File: src/rtl/xil_bram_arb_pkg.sv
// rtl/xil_bram_arb_pkg.sv - shared constants and helpers for the BRAM SDP arbiter
// Optional feature macro used by the bundle: XIL_BRAM_ARB_FWD_EN (same-address forwarding).
package xil_bram_arb_pkg;

  localparam int NREQ_MAX = 8;

  // Index width for n requesters, never less than one bit.
  function automatic int idw_f(input int n);
    int w;
    w = 1;
    while ((1 << w) < n) w = w + 1;
    return w;
  endfunction

  function automatic logic [NREQ_MAX-1:0] onehot_f(input logic [2:0] idx);
    logic [NREQ_MAX-1:0] oh;
    oh = '0;
    oh[idx] = 1'b1;
    return oh;
  endfunction

endpackage

File: src/rtl/xil_rr_arb.sv
// rtl/xil_rr_arb.sv - round-robin arbiter: first request at or after ptr wins, ptr moves past winner
// Reset blocks any grant in the cycle it is asserted.
module xil_rr_arb
  import xil_bram_arb_pkg::*;
#(
  parameter int NREQ = 4,
  parameter int IDW  = idw_f(NREQ)
) (
  input  logic            clk_i,
  input  logic            rst_i,
  input  logic [NREQ-1:0] req_i,
  output logic [NREQ-1:0] gnt_o,
  output logic [IDW-1:0]  idx_o,
  output logic            vld_o
);

  logic [IDW-1:0]      ptr_q, ptr_d;
  logic [NREQ_MAX-1:0] oh;

  always_comb begin
    int cand;
    cand  = 0;
    vld_o = 1'b0;
    idx_o = '0;
    ptr_d = ptr_q;
    for (int i = 0; i < NREQ; i++) begin
      cand = int'(ptr_q) + i;
      if (cand >= NREQ) cand = cand - NREQ;
      if (!vld_o && !rst_i && req_i[cand[IDW-1:0]]) begin
        vld_o = 1'b1;
        idx_o = cand[IDW-1:0];
      end
    end
    if (vld_o) ptr_d = (int'(idx_o) == NREQ - 1) ? '0 : IDW'(idx_o + 1'b1);
    oh    = onehot_f(3'(idx_o));
    gnt_o = vld_o ? oh[NREQ-1:0] : '0;
  end

  always_ff @(posedge clk_i) begin
    if (rst_i) ptr_q <= '0;
    else       ptr_q <= ptr_d;
  end

endmodule

File: src/rtl/xil_bram_sdp_arb.sv
// rtl/xil_bram_sdp_arb.sv - shares one single-clock SDP BRAM among NREQ requesters
// XIL_BRAM_ARB_FWD_EN: carry write data in the tag pipe to forward same-address collisions.
module xil_bram_sdp_arb
  import xil_bram_arb_pkg::*;
#(
  parameter int NREQ = 4,
  parameter int ADR  = 10,
  parameter int DAT  = 18,
  parameter int DEL  = 1
) (
  input  logic                clk,
  input  logic                rst,
  input  logic [NREQ-1:0]     wreq,
  input  logic [NREQ*ADR-1:0] wreq_ad,
  input  logic [NREQ*DAT-1:0] wreq_da,
  output logic [NREQ-1:0]     wgnt,
  input  logic [NREQ-1:0]     rreq,
  input  logic [NREQ*ADR-1:0] rreq_ad,
  output logic [NREQ-1:0]     rgnt,
  output logic [NREQ-1:0]     rvld,
  output logic [DAT-1:0]      rdat,
  output logic                ram_wen,
  output logic [ADR-1:0]      ram_wad,
  output logic [DAT-1:0]      ram_wda,
  output logic                ram_ren,
  output logic [ADR-1:0]      ram_rad,
  input  logic [DAT-1:0]      ram_rda
);

  localparam int IDW = idw_f(NREQ);

  typedef struct packed {
    logic           vld;
    logic [IDW-1:0] id;
`ifdef XIL_BRAM_ARB_FWD_EN
    logic           fwd;
    logic [DAT-1:0] fda;
`endif
  } tag_t;

  logic           w_vld, r_vld;
  logic [IDW-1:0] w_idx, r_idx;

  xil_rr_arb #(.NREQ(NREQ), .IDW(IDW)) u_warb (
    .clk_i (clk),
    .rst_i (rst),
    .req_i (wreq),
    .gnt_o (wgnt),
    .idx_o (w_idx),
    .vld_o (w_vld)
  );

  xil_rr_arb #(.NREQ(NREQ), .IDW(IDW)) u_rarb (
    .clk_i (clk),
    .rst_i (rst),
    .req_i (rreq),
    .gnt_o (rgnt),
    .idx_o (r_idx),
    .vld_o (r_vld)
  );

  logic           wen_q, ren_q;
  logic [ADR-1:0] wad_q, wad_d, rad_q, rad_d;
  logic [DAT-1:0] wda_q, wda_d;
  tag_t           tag_d;
  tag_t           tag_q [DEL+1];

  always_comb begin
    wad_d = wad_q;
    wda_d = wda_q;
    rad_d = rad_q;
    if (w_vld) begin
      wad_d = wreq_ad[w_idx*ADR +: ADR];
      wda_d = wreq_da[w_idx*DAT +: DAT];
    end
    if (r_vld) rad_d = rreq_ad[r_idx*ADR +: ADR];
    tag_d     = '0;
    tag_d.vld = r_vld;
    tag_d.id  = r_idx;
`ifdef XIL_BRAM_ARB_FWD_EN
    // Compare next-cycle RAM commands so the flag travels with the read it affects.
    tag_d.fwd = w_vld && r_vld && (wad_d == rad_d);
    tag_d.fda = wda_d;
`endif
  end

  always_ff @(posedge clk) begin
    if (rst) begin
      wen_q <= 1'b0;
      ren_q <= 1'b0;
      wad_q <= '0;
      wda_q <= '0;
      rad_q <= '0;
      for (int i = 0; i <= DEL; i++) tag_q[i] <= '0;
    end else begin
      wen_q    <= w_vld;
      ren_q    <= r_vld;
      wad_q    <= wad_d;
      wda_q    <= wda_d;
      rad_q    <= rad_d;
      tag_q[0] <= tag_d;
      for (int i = 1; i <= DEL; i++) tag_q[i] <= tag_q[i-1];
    end
  end

  assign ram_wen = wen_q;
  assign ram_wad = wad_q;
  assign ram_wda = wda_q;
  assign ram_ren = ren_q;
  assign ram_rad = rad_q;

  // The last tag stage lines up with ram_rda of the read it describes.
  logic [NREQ_MAX-1:0] ret_oh;

  always_comb begin
    rvld   = '0;
    rdat   = '0;
    ret_oh = onehot_f(3'(tag_q[DEL].id));
    if (tag_q[DEL].vld) begin
      rvld = ret_oh[NREQ-1:0];
      rdat = ram_rda;
`ifdef XIL_BRAM_ARB_FWD_EN
      if (tag_q[DEL].fwd) rdat = tag_q[DEL].fda;
`endif
    end
  end

endmodule
File: config.mk
export PLATFORM = sky130hd
export DESIGN_NAME = xil_bram_sdp_arb
export DESIGN_NICKNAME = d
export VERILOG_FILES = /design/src/rtl/xil_bram_arb_pkg.sv /design/src/rtl/xil_rr_arb.sv /design/src/rtl/xil_bram_sdp_arb.sv
export SDC_FILE = /design/constraint.sdc
export NUM_CORES = 1
export LEC_CHECK = 0
export ABC_AREA = 0
export CORE_MARGIN = 2
export CORE_UTILIZATION = 39
export DETAILED_ROUTE_END_ITERATION = 8
export PLACE_DENSITY = 0.86
export SLEW_MARGIN = 10
export SYNTH_ARGS = -nofsm -noshare
export SYNTH_HDL_FRONTEND = slang
export SYNTH_SLANG_ARGS = --single-unit
File: constraint.sdc
create_clock -name clk -period 5 [get_ports clk]
set_input_delay 1.25 -clock clk [delete_from_list [all_inputs] [get_ports clk]]
set_output_delay 1.25 -clock clk [all_outputs]
set_load 0.01 [all_outputs]
==> results by group <==
Outcome
  • Outcome: finished, final reports clean

Yosys
  • Yosys top cell by area: dfxtp_1
  • Post-synth EDFFs: 0
  • Synth Register Bits: 49
  • Top FF cell, synth: dfxtp_1
  • Avg Inst Size Synth: 6.99 µm²
  • Sequential area share after synthesis: 0.224
  • Synthesized Nets: 808
  • Post-Synthesis Cells: 626
  • Yosys top cell area share: 0.224
  • Async set-or-reset flop fraction in the synthesized netlist: 0
  • Warnings from Yosys: 0
  • Synth cell types: 52
  • Cell Area, Synth: 4380 µm²
  • Synth top area cells: dfxtp_1 (22%), nand2_1 (10%), a32o_1 (6.4%)

STA
  • Final hold violation count: 0
  • Setup TNS Final: 0 ns
  • Crit path time final: 4.94 ns
  • Clock Skew: 0.0130 ns
  • Unrepaired setup endpoints after global routing: true
  • Pins Over Slew Limit: 0
  • Least-Margin Pin Slew: 0.750 ns
  • Relative slew slack: 0.500
  • Fmax: 202 MHz
  • Hold Slack: 0.456 ns
  • Period utilization: 0.988
  • Setup Viol. Count Final: 0

Power
  • Switching Fraction: 0.359
  • Logic gate share of total power: 0.527
  • Power per cell area: 222 nW/µm²
  • Leak Pwr: 2.91 nW
  • Clock share of power: 0.153
  • Internal power: 1.03 mW
  • Pwr Total: 1.61 mW
  • Register share of total power: 0.320
  • Total net switching power: 0.580 mW
  • Peak supply drop: 0.122 mV

Worst setup path
  • Crit. End Element: primary output
  • CP Launch Type: input port
  • Critical path arrival: 3.69 ns
  • Critical Path RT: 3.75 ns
  • Top delay family on crit path: simple AND/OR/NAND/NOR gates
  • Worst path cell trace: dlygate4sd2_1 > buf_4 > or4b_4 > nand4_4 > nor4_1 > o21a_1 > or2_2 > ha_1 > and2_1 > clkdlybuf4s50_1
  • Max stage delay cell, worst path: or4b_4
  • WS Path Type: input port to primary output
  • WP buf/inv: 3
  • Crit path max fanout: 6
  • Crit path largest cell delay: 0.50 ns

Finish
  • Fill cells: 893
  • Final instance area: 7260 µm²
  • Share of cells above drive strength 1: 0.126
  • Final net count: 1041
  • Multi-input gate area in the final layout: 3120 µm²
  • Register area: 982 µm²
  • Ant diodes: 0
  • Area delta synth->final: 65.9%
  • Commonest cells after routing, fill and taps aside: clkdlybuf4s50_1 (243), nand2_1 (117), nand3_1 (56), dfxtp_1 (48), a21oi_1 (46)
  • Final Non-Filler Cells: 1000
  • Most common cell after layout, fill and taps aside: clkdlybuf4s50_1

Global routing
  • Tot GR Track Use: 0.278
  • Number of global-route vias before repair: 5403
  • Pin count of the biggest net entering global routing: 73
  • First-pass GRT wire length: 26.8 mm
  • Total congestion overflow: 0
  • Initial antenna violation count: 0

Clock network
  • Clock Sinks: 49
  • CTS tree: done
  • Clock-pin slew on the worst setup and hold paths: 0.09 ns
  • Clock Latency Late Sink: 0.31 ns
  • CTS Root Cell: clkbuf_8
  • Clock buffer depth: 2
  • Inserted Clock Buffers: 5
  • H-tree depth: 2

Route
  • Final wirelength: 18.0 mm
  • Initial DRC count: 455
  • DR vias/cell: 5.80
  • Post-DRT Antenna Nets: 0
  • Vias: 5799
  • Post-DR wirelength/cell: 18.0 µm
  • Pre-antenna DRT Iters: 5
  • DRC: 0

Die
  • IO Pins: 250
  • Placeable Area: 10900 µm²
  • Starting Density: 0.402
  • # rows: 38
  • Die footprint: 12100 µm²
  • Die width: 110 µm
  • Die height: 110 µm

Job
  • Max-cap viol count: 0

Hold path
  • Worst hold path class: flop to flop

Place
  • Port Buf Inserts: 249
  • Placed cell area: 7090 µm²
  • HPWL after DPL: 13.3 mm
  • GPL Wtd Cong: 0.939
  • Dpl cells: 991
[cell families after synthesis]
logic type | Yosys count | share of synthesized area
compound gates | 165 | 0.278
xor+xnor | 1 | 0.00200
fa+ha+maj | 2 | 0.00572
buf+inv | 89 | 0.0817
flops | 49 | 0.224
mux | 24 | 0.0606
simple gates | 296 | 0.348
[registers in the layout, summed over array words and instances (netlist names)]
name	cells
u_warb.ptr_q	2
ram_wda	18
ram_wen	1
u_rarb.ptr_q	2
tag_q	6
ram_rad	10
ram_wad	10
[metal layers]
metal | vias to the layer above | global-route usage | part of all wire
met1 | 2703 | 0.342 | 0.40
met2 | 304 | 0.466 | 0.48
met4 | 0 | 0.114 | 0.037
li1 | 2737 | - | -
met5 | - | 0 | 0
met3 | 55 | 0.0628 | 0.088
[layout make-up]
cell class,instances,area share
Clock buffer,5,0.00947
Clock inverter,3,0.00293
Inverter,25,0.0129
Multi-Input combinational cell,488,0.429
Sequential cell,49,0.135
Tap cell,140,0.0241
Timing Repair Buffer,290,0.386
[power by group through the flow]
stage / registers (mW) / logic (mW) / clock network, mW
final: 0.517 / 0.850 / 0.247
after global placement: 0.520 / 0.814 / 0
after floorplan: 0.534 / 0.394 / 0
after detailed placement: 0.523 / 0.831 / 0
after global routing: 0.526 / 0.916 / 0.269
after CTS: 0.515 / 0.835 / 0.255
[what timing repair did]
action                     4_1_cts  5_1_grt
gates resized for setup          4       11
cloned                           0        0
pin swaps                        0        4
setup endpoints to repair        4        4
hold buffers                     0        0
setup buffers                    0        1
[cells in the mapped netlist, types with 3 or more instances]
cell type / count
mux2i_1: 4
buf_1: 5
or4_1: 12
nand3_1: 56
or2_0: 3
dfxtp_1: 49
o221a_2: 10
clkbuf_1: 50
and2_1: 21
a21oi_1: 48
o211ai_1: 11
a2bb2oi_1: 10
nor2b_1: 6
buf_2: 7
nand2b_1: 8
o21bai_1: 11
o21ai_0: 14
or2_2: 10
nor3b_1: 4
nand4bb_1: 3
nand3b_1: 10
mux2_2: 20
o31a_1: 10
a31oi_1: 11
or4b_1: 3
nor3_1: 16
inv_1: 25
nand2_1: 117
a32o_1: 28
nor2_1: 15
and3_1: 3
[through the flow]
stage / worst slack, ns / util
6_report: 0.0579 / 0.667
5_1_grt: -0.0137 / 0.667
4_1_cts: 0.00515 / 0.661
3_5_place_dp: -0.166 / 0.652
3_3_place_gp: -0.119 / 0.652
2_1_floorplan: 0.635 / -
[path summary, 6_finish.rpt]
kind | startpoint | to | slack [ns] | cells past startpoint
worst max-delay path | rreq[0] | rgnt[3] | 0.06 | 10
worst min-delay path | tag_q[0][0] | tag_q[0][3] | 0.46 | 1
worst max register to register | u_rarb.ptr_q[0] | ram_rad[4] | 1.94 | 8
worst min register to register | tag_q[0][0] | tag_q[0][3] | 0.46 | 1
Note: power is estimated with default switching activity, not from simulation.
